## config.mk

```make
export PLATFORM = sky130hd
export DESIGN_NAME = alu_request_arbiter_flat
export DESIGN_NICKNAME = d
export VERILOG_FILES = /design/src/rtl/alu_request_arbiter_if.sv /design/src/rtl/alu_request_arbiter.sv /design/src/flat_wrapper.sv
export SDC_FILE = /design/constraint.sdc
export NUM_CORES = 1
export LEC_CHECK = 0
export BUFFER_PORTS_ARGS = -buffer_cell sky130_fd_sc_hd__buf_4
export CELL_PAD_IN_SITES_DETAIL_PLACEMENT = 2
export CELL_PAD_IN_SITES_GLOBAL_PLACEMENT = 2
export CORE_AREA = 2 2 162 164
export DETAILED_ROUTE_END_ITERATION = 10
export DIE_AREA = 0 0 164 166
export PLACE_DENSITY = 0.88
export SYNTH_ARGS = -nofsm -noshare
export SYNTH_HDL_FRONTEND = slang
export SYNTH_SLANG_ARGS = --single-unit
```

## constraint.sdc

```tcl
create_clock -name clk -period 4.6 [get_ports clk]
set_input_delay 0.46 -clock clk [delete_from_list [all_inputs] [get_ports clk]]
set_output_delay 0.46 -clock clk [all_outputs]
set_load 0.02 [all_outputs]
```

## src/rtl/alu_request_arbiter_if.sv

```systemverilog
// Request/response handshake and ALU-side bus of the shared-ALU arbiter.
// Flat per-requester buses: slice i of each vector belongs to requester i.
interface alu_request_arbiter_if #(
  parameter int NUM_REQ = 4,
  parameter int DATA_W  = 32
);
  localparam int IDW = $clog2(NUM_REQ);

  logic [NUM_REQ-1:0]        req_valid;
  logic [NUM_REQ-1:0]        req_ready;
  logic [NUM_REQ*DATA_W-1:0] req_a;
  logic [NUM_REQ*DATA_W-1:0] req_b;
  logic [NUM_REQ*3-1:0]      req_op;
  logic [NUM_REQ-1:0]        rsp_valid;
  logic [NUM_REQ-1:0]        rsp_ready;
  logic [DATA_W-1:0]         rsp_x;
  logic                      rsp_z;
  logic [DATA_W-1:0]         alu_a;
  logic [DATA_W-1:0]         alu_b;
  logic [2:0]                alu_op;
  logic [DATA_W-1:0]         alu_x;
  logic                      alu_z;
  logic                      busy;
  logic [IDW-1:0]            grant_id;

  modport slave (
    input  req_valid, req_a, req_b, req_op, rsp_ready, alu_x, alu_z,
    output req_ready, rsp_valid, rsp_x, rsp_z, alu_a, alu_b, alu_op, busy, grant_id
  );

  modport master (
    output req_valid, req_a, req_b, req_op, rsp_ready, alu_x, alu_z,
    input  req_ready, rsp_valid, rsp_x, rsp_z, alu_a, alu_b, alu_op, busy, grant_id
  );
endinterface

```

## src/rtl/alu_request_arbiter.sv

```systemverilog
// Round-robin arbiter sharing one registered ALU among NUM_REQ requesters,
// one operation in flight: IDLE -> ISSUE -> WAIT -> RESP.
module alu_request_arbiter #(
  parameter int NUM_REQ = 4,
  parameter int DATA_W  = 32
) (
  input logic                   clk,
  input logic                   resetn,
  alu_request_arbiter_if.slave  bus
);
  localparam int IDW = $clog2(NUM_REQ);

  typedef enum logic [1:0] {S_IDLE, S_ISSUE, S_WAIT, S_RESP} state_t;

  state_t            state_q, state_d;
  logic [IDW-1:0]    ptr_q, ptr_d;
  logic [IDW-1:0]    gid_q, gid_d;
  logic [DATA_W-1:0] alu_a_q, alu_a_d;
  logic [DATA_W-1:0] alu_b_q, alu_b_d;
  logic [2:0]        alu_op_q, alu_op_d;
  logic [DATA_W-1:0] rsp_x_q, rsp_x_d;
  logic              rsp_z_q, rsp_z_d;

  logic              found;
  logic [IDW-1:0]    pick;
  logic [IDW-1:0]    cand;

  // First valid requester after the pointer, wrapping.
  always_comb begin
    found = 1'b0;
    pick  = '0;
    cand  = '0;
    for (int unsigned i = 1; i <= NUM_REQ; i++) begin
      cand = IDW'((32'(ptr_q) + i) % NUM_REQ);
      if (!found && bus.req_valid[cand]) begin
        found = 1'b1;
        pick  = cand;
      end
    end
  end

  // Operands go straight into the ALU-facing registers at grant, so they
  // appear during ISSUE and hold afterwards; the opcode reverts to 3'b111.
  always_comb begin
    state_d  = state_q;
    ptr_d    = ptr_q;
    gid_d    = gid_q;
    alu_a_d  = alu_a_q;
    alu_b_d  = alu_b_q;
    alu_op_d = 3'b111;
    rsp_x_d  = rsp_x_q;
    rsp_z_d  = rsp_z_q;
    case (state_q)
      S_IDLE: begin
        if (found) begin
          gid_d    = pick;
          alu_a_d  = DATA_W'(bus.req_a >> (32'(pick) * DATA_W));
          alu_b_d  = DATA_W'(bus.req_b >> (32'(pick) * DATA_W));
          alu_op_d = 3'(bus.req_op >> (32'(pick) * 3));
          state_d  = S_ISSUE;
        end
      end
      S_ISSUE: state_d = S_WAIT;
      S_WAIT: begin
        rsp_x_d = bus.alu_x;
        rsp_z_d = bus.alu_z;
        state_d = S_RESP;
      end
      S_RESP: begin
        if (bus.rsp_ready[gid_q]) begin
          ptr_d   = gid_q;
          state_d = S_IDLE;
        end
      end
      default: state_d = S_IDLE;
    endcase
  end

  always_ff @(posedge clk or negedge resetn) begin
    if (!resetn) begin
      state_q  <= S_IDLE;
      ptr_q    <= IDW'(NUM_REQ - 1);
      gid_q    <= '0;
      alu_a_q  <= '0;
      alu_b_q  <= '0;
      alu_op_q <= 3'b111;
      rsp_x_q  <= '0;
      rsp_z_q  <= 1'b0;
    end else begin
      state_q  <= state_d;
      ptr_q    <= ptr_d;
      gid_q    <= gid_d;
      alu_a_q  <= alu_a_d;
      alu_b_q  <= alu_b_d;
      alu_op_q <= alu_op_d;
      rsp_x_q  <= rsp_x_d;
      rsp_z_q  <= rsp_z_d;
    end
  end

  // req_ready is the only combinational output; it is masked while in reset.
  assign bus.req_ready = (resetn && state_q == S_IDLE && found) ? (NUM_REQ'(1) << pick) : '0;
  assign bus.rsp_valid = (state_q == S_RESP) ? (NUM_REQ'(1) << gid_q) : '0;
  assign bus.rsp_x     = rsp_x_q;
  assign bus.rsp_z     = rsp_z_q;
  assign bus.alu_a     = alu_a_q;
  assign bus.alu_b     = alu_b_q;
  assign bus.alu_op    = alu_op_q;
  assign bus.busy      = (state_q != S_IDLE);
  assign bus.grant_id  = gid_q;

endmodule

```

## src/flat_wrapper.sv

```systemverilog
// flat-port wrapper written by rule: the top's interface ports become plain ports
module alu_request_arbiter_flat 
#(
  parameter int NUM_REQ = 4,
  parameter int DATA_W  = 32
)
  (clk, resetn, bus_req_valid, bus_req_a, bus_req_b, bus_req_op, bus_rsp_ready, bus_alu_x, bus_alu_z, bus_req_ready, bus_rsp_valid, bus_rsp_x, bus_rsp_z, bus_alu_a, bus_alu_b, bus_alu_op, bus_busy, bus_grant_id);
  alu_request_arbiter_if #(.NUM_REQ(NUM_REQ), .DATA_W(DATA_W)) bus_i ();
  input logic clk;
  input logic resetn;
  input wire logic [$bits(bus_i.req_valid)-1:0] bus_req_valid;
  input wire logic [$bits(bus_i.req_a)-1:0] bus_req_a;
  input wire logic [$bits(bus_i.req_b)-1:0] bus_req_b;
  input wire logic [$bits(bus_i.req_op)-1:0] bus_req_op;
  input wire logic [$bits(bus_i.rsp_ready)-1:0] bus_rsp_ready;
  input wire logic [$bits(bus_i.alu_x)-1:0] bus_alu_x;
  input wire logic [$bits(bus_i.alu_z)-1:0] bus_alu_z;
  output wire logic [$bits(bus_i.req_ready)-1:0] bus_req_ready;
  output wire logic [$bits(bus_i.rsp_valid)-1:0] bus_rsp_valid;
  output wire logic [$bits(bus_i.rsp_x)-1:0] bus_rsp_x;
  output wire logic [$bits(bus_i.rsp_z)-1:0] bus_rsp_z;
  output wire logic [$bits(bus_i.alu_a)-1:0] bus_alu_a;
  output wire logic [$bits(bus_i.alu_b)-1:0] bus_alu_b;
  output wire logic [$bits(bus_i.alu_op)-1:0] bus_alu_op;
  output wire logic [$bits(bus_i.busy)-1:0] bus_busy;
  output wire logic [$bits(bus_i.grant_id)-1:0] bus_grant_id;
  assign bus_i.req_valid = bus_req_valid;
  assign bus_i.req_a = bus_req_a;
  assign bus_i.req_b = bus_req_b;
  assign bus_i.req_op = bus_req_op;
  assign bus_i.rsp_ready = bus_rsp_ready;
  assign bus_i.alu_x = bus_alu_x;
  assign bus_i.alu_z = bus_alu_z;
  assign bus_req_ready = bus_i.req_ready;
  assign bus_rsp_valid = bus_i.rsp_valid;
  assign bus_rsp_x = bus_i.rsp_x;
  assign bus_rsp_z = bus_i.rsp_z;
  assign bus_alu_a = bus_i.alu_a;
  assign bus_alu_b = bus_i.alu_b;
  assign bus_alu_op = bus_i.alu_op;
  assign bus_busy = bus_i.busy;
  assign bus_grant_id = bus_i.grant_id;
  alu_request_arbiter #(.NUM_REQ(NUM_REQ), .DATA_W(DATA_W)) u_core (.clk(clk), .resetn(resetn), .bus(bus_i));
endmodule
```

==> metrics.md <==
| Metric | Value |
|---|---|
| DRC | `0` |
| Max Slew Vio Count | `0` |
| First-pass GRT wire length | `46.1 mm` |
| Syn nets | `910` |
| RSZ-0062 raised after global routing | `no` |
| Switch share | `0.455` |
| RR Startpoint | `u_core.ptr_q[0]` |
| Port buffer count | `421` |
| Placer Congestion | `0.788` |
| Register area share after synthesis | `0.441` |
| Maximum VDD drop | `283 uV` |
| Max clock buf depth | `2` |
| Placement Cell Area | `9420 um^2` |
| Period utilisation layout | `0.617` |
| Num ports | `422` |
| H-tree depth | `3` |
| Largest net degree at the start of global routing | `85` |
| Synth unique cells | `38` |
| Worst hold slack | `0.151 ns` |
| Critical Path Slowest Stage Cell | `nor3_4` |
| Slew HR | `0.321` |
| Worst Setup SP | `u_core.ptr_q[0]` |
| Cell row count | `59` |
| Sequential power share | `0.274` |
| Fmax achieved | `0.352 GHz` |
| Synthesis warning total | `0` |
| Number of synthesized register bits | `106` |
| Drt initial violations | `266` |
| Vert. Die Dim | `166 um` |
| Leading cell type in the layout, fill and taps excluded | `buf_4` |
| Hold Path Class | `primary input to asynchronous set/reset pin` |
| Root buffer cell | `clkbuf_16` |
| Vias per cell | `5.09` |
| Vias in the first global route | `7756` |
| Buf+Inv Stages, Crit Path | `1` |
| Post-Place Setup Slack | `1.72 ns` |
| Area of the mapped netlist | `6030 um^2` |
| Pwr Density | `669 nW/um^2` |
| Fin util | `0.381` |
| CTS tree | `yes` |
| Worst-path cell chain | `nand2b_1 -> a21oi_1 -> nor3_4 -> nor3_1 -> buf_4` |
| Fin area | `9760 um^2` |
| Hold Vio Cnt, Final | `0` |
| Worst-margin pin slew | `1.02 ns` |
| Core Footprint | `25600 um^2` |
| Startpoint types | `flop` |
| Share of cells above drive strength 1 | `0.506` |
| CP top delay family | `simple AND/OR/NAND/NOR gates` |
| Post-route ant nets | `0` |
| Final setup violation count | `0` |
| Worst setup margin | `1.76 ns` |
| Int Power | `3.56 mW` |
| Worst-path fanout max | `22` |
| Largest cells by area after synthesis | `dfrtp_1 42%, mux2i_1 11%, a221oi_1 9.7%` |
| Total track usage | `0.223` |
| Post-CTS Setup Bufs | `0` |
| CTS Buf Count | `9` |
| Crit end category | `output pin` |
| Clk_skew | `0.00779 ns` |
| Area leader, netlist | `dfrtp_1` |
| NumNets Final | `1293` |
| Area Overhead vs Synth | `61.8%` |
| Comb power frac | `0.589` |
| Leak | `4.51 nW` |
| Worst path max stage delay | `0.77 ns` |
| Resize count post-CTS | `0` |
| Syn Area/Cell | `10.1 um^2` |
| Die area | `27200 um^2` |
| CTS Hold Bufs | `0` |
| Crit Path Class | `flop to output pin` |
| Die W | `164 um` |
| Setup_tns | `0 ns` |
| Clock power frac | `0.137` |
| Status | `complete, no violations` |
| Worst-path clk slew | `0.08 ns` |
| Share of the synthesized area in the top cell type | `0.419` |
| Initial Util | `0.236` |
| Most frequent cells in the layout | `430 x buf_4, 101 x dfrtp_1, 75 x o21ai_0, 67 x a221oi_1, 67 x mux2i_1` |
| Antenna violations before repair | `1` |
| Gr ovfl total | `0` |
| Clk_lat worst skew | `0.36 ns` |
| DR vias | `6716` |
| Crit path required time | `4.14 ns` |
| Synth Instances | `595` |
| Worst EP arrival | `2.38 ns` |
| Pre-antenna DRT Iters | `4` |
| Routed length per instance | `23.0 um` |
| Max_cap viols | `0` |
| Net switching power | `2.97 mW` |
| Post-layout min period | `2.84 ns` |
| Final WL | `30.4 mm` |
| CTS sink count | `106` |
| Dpl hpwl | `23.5 mm` |
-- per-stage QoR --
step | total power [mW] | std cells
floorplan | 4.06 | 595
global placement | 5.51 | 1302
detailed placement | 5.69 | 1302
CTS | 6.62 | 1318
global route | 7.00 | 1319
finish | 6.53 | 1319
-- cells in the mapped netlist --
cell / n
dfrtp_1: 101
o21ai_0: 75
a221oi_1: 67
mux2i_1: 67
nor2_1: 67
o22ai_1: 64
mux2_2: 35
clkbuf_1: 24
buf_2: 17
buf_4: 14
nand2_1: 12
a21oi_1: 5
dfstp_2: 5
and3_1: 4
ha_1: 4
inv_1: 4
nor2b_1: 4
nand2b_1: 3
buf_6: 2
buf_8: 2
nand3_1: 2
a211o_1: 1
a21o_1: 1
a21oi_2: 1
clkbuf_2: 1
inv_2: 1
mux4_2: 1
nor2b_4: 1
nor3_1: 1
nor3_2: 1
nor3b_1: 1
nor4_1: 1
o211a_1: 1
o21ai_1: 1
o21ai_2: 1
o221a_1: 1
or3_1: 1
xor2_1: 1
-- power by group through the flow --
stage,sequential [mW],clock (mW),combinational (mW)
after detailed placement,1.81,0,3.88
after global routing,1.86,0.962,4.17
after floorplan,2.23,0,1.83
final,1.79,0.897,3.84
after global placement,1.77,0,3.74
after CTS,1.80,0.927,3.89
-- cell families (layout without fill, tap and decap cells) --
family	count (synthesis)	in the layout	share of synthesized area
compound gates	218	218	0.240
xor+xnor	1	1	0.00145
buf+inv	65	453	0.0591
flops	106	106	0.441
fa+ha+maj	4	4	0.00830
mux	103	103	0.180
other cells	0	1	0
simple gates	98	98	0.0703
-- metal layers --
| metal | GRT usage | vias to the layer above | wire length [um] |
|---|---|---|---|
| met2 | 0.402 | 261 | 15900 |
| met4 | 0.0858 | 0 | 995 |
| li1 | - | 3041 | - |
| met3 | 0.0437 | 53 | 1820 |
| met5 | 0 | - | 0 |
| met1 | 0.257 | 3361 | 11700 |
-- flip-flops by register name, summed over array words and instances (netlist names) --
| register | cells |
|---|---|
| u_core.bus.alu_a | 32 |
| u_core.bus.alu_b | 32 |
| u_core.bus.alu_op | 3 |
| u_core.bus.grant_id | 2 |
| u_core.bus.rsp_x | 32 |
| u_core.bus.rsp_z | 1 |
| u_core.ptr_q | 2 |
| u_core.state_q | 2 |
-- worst paths after layout --
kind	end	cells past startpoint	slack [ns]
hold / removal	u_core.bus.rsp_x[7]	1	0.15
max in group asynchronous	u_core.bus.alu_a[23]	2	3.14
setup / recovery	bus_req_ready[1]	5	1.76
min in group clk	u_core.bus.rsp_x[23]	2	0.33
setup reg to reg	u_core.bus.alu_a[23]	5	1.93
hold reg to reg	u_core.bus.rsp_x[10]	1	0.52
-- worst register-to-register path, stage by stage (launching register included) --
cell,delay (ns)
dfstp_2,0.66
xor2_1,0.16
a21oi_4,0.81
buf_4,0.52
a221oi_1,0.17
o22ai_1,0.26
-- layout make-up --
type	count	area (um^2)
flip-flops and latches	106	2660
multi-input cells	424	3060
inverters	5	18.8
fillers	2833	15900
repair buffers	432	3270
clock buffers	10	239
diodes	1	2.50
clock inverters	6	95.1
well taps	335	419
Note: power is estimated with default switching activity, not from simulation.
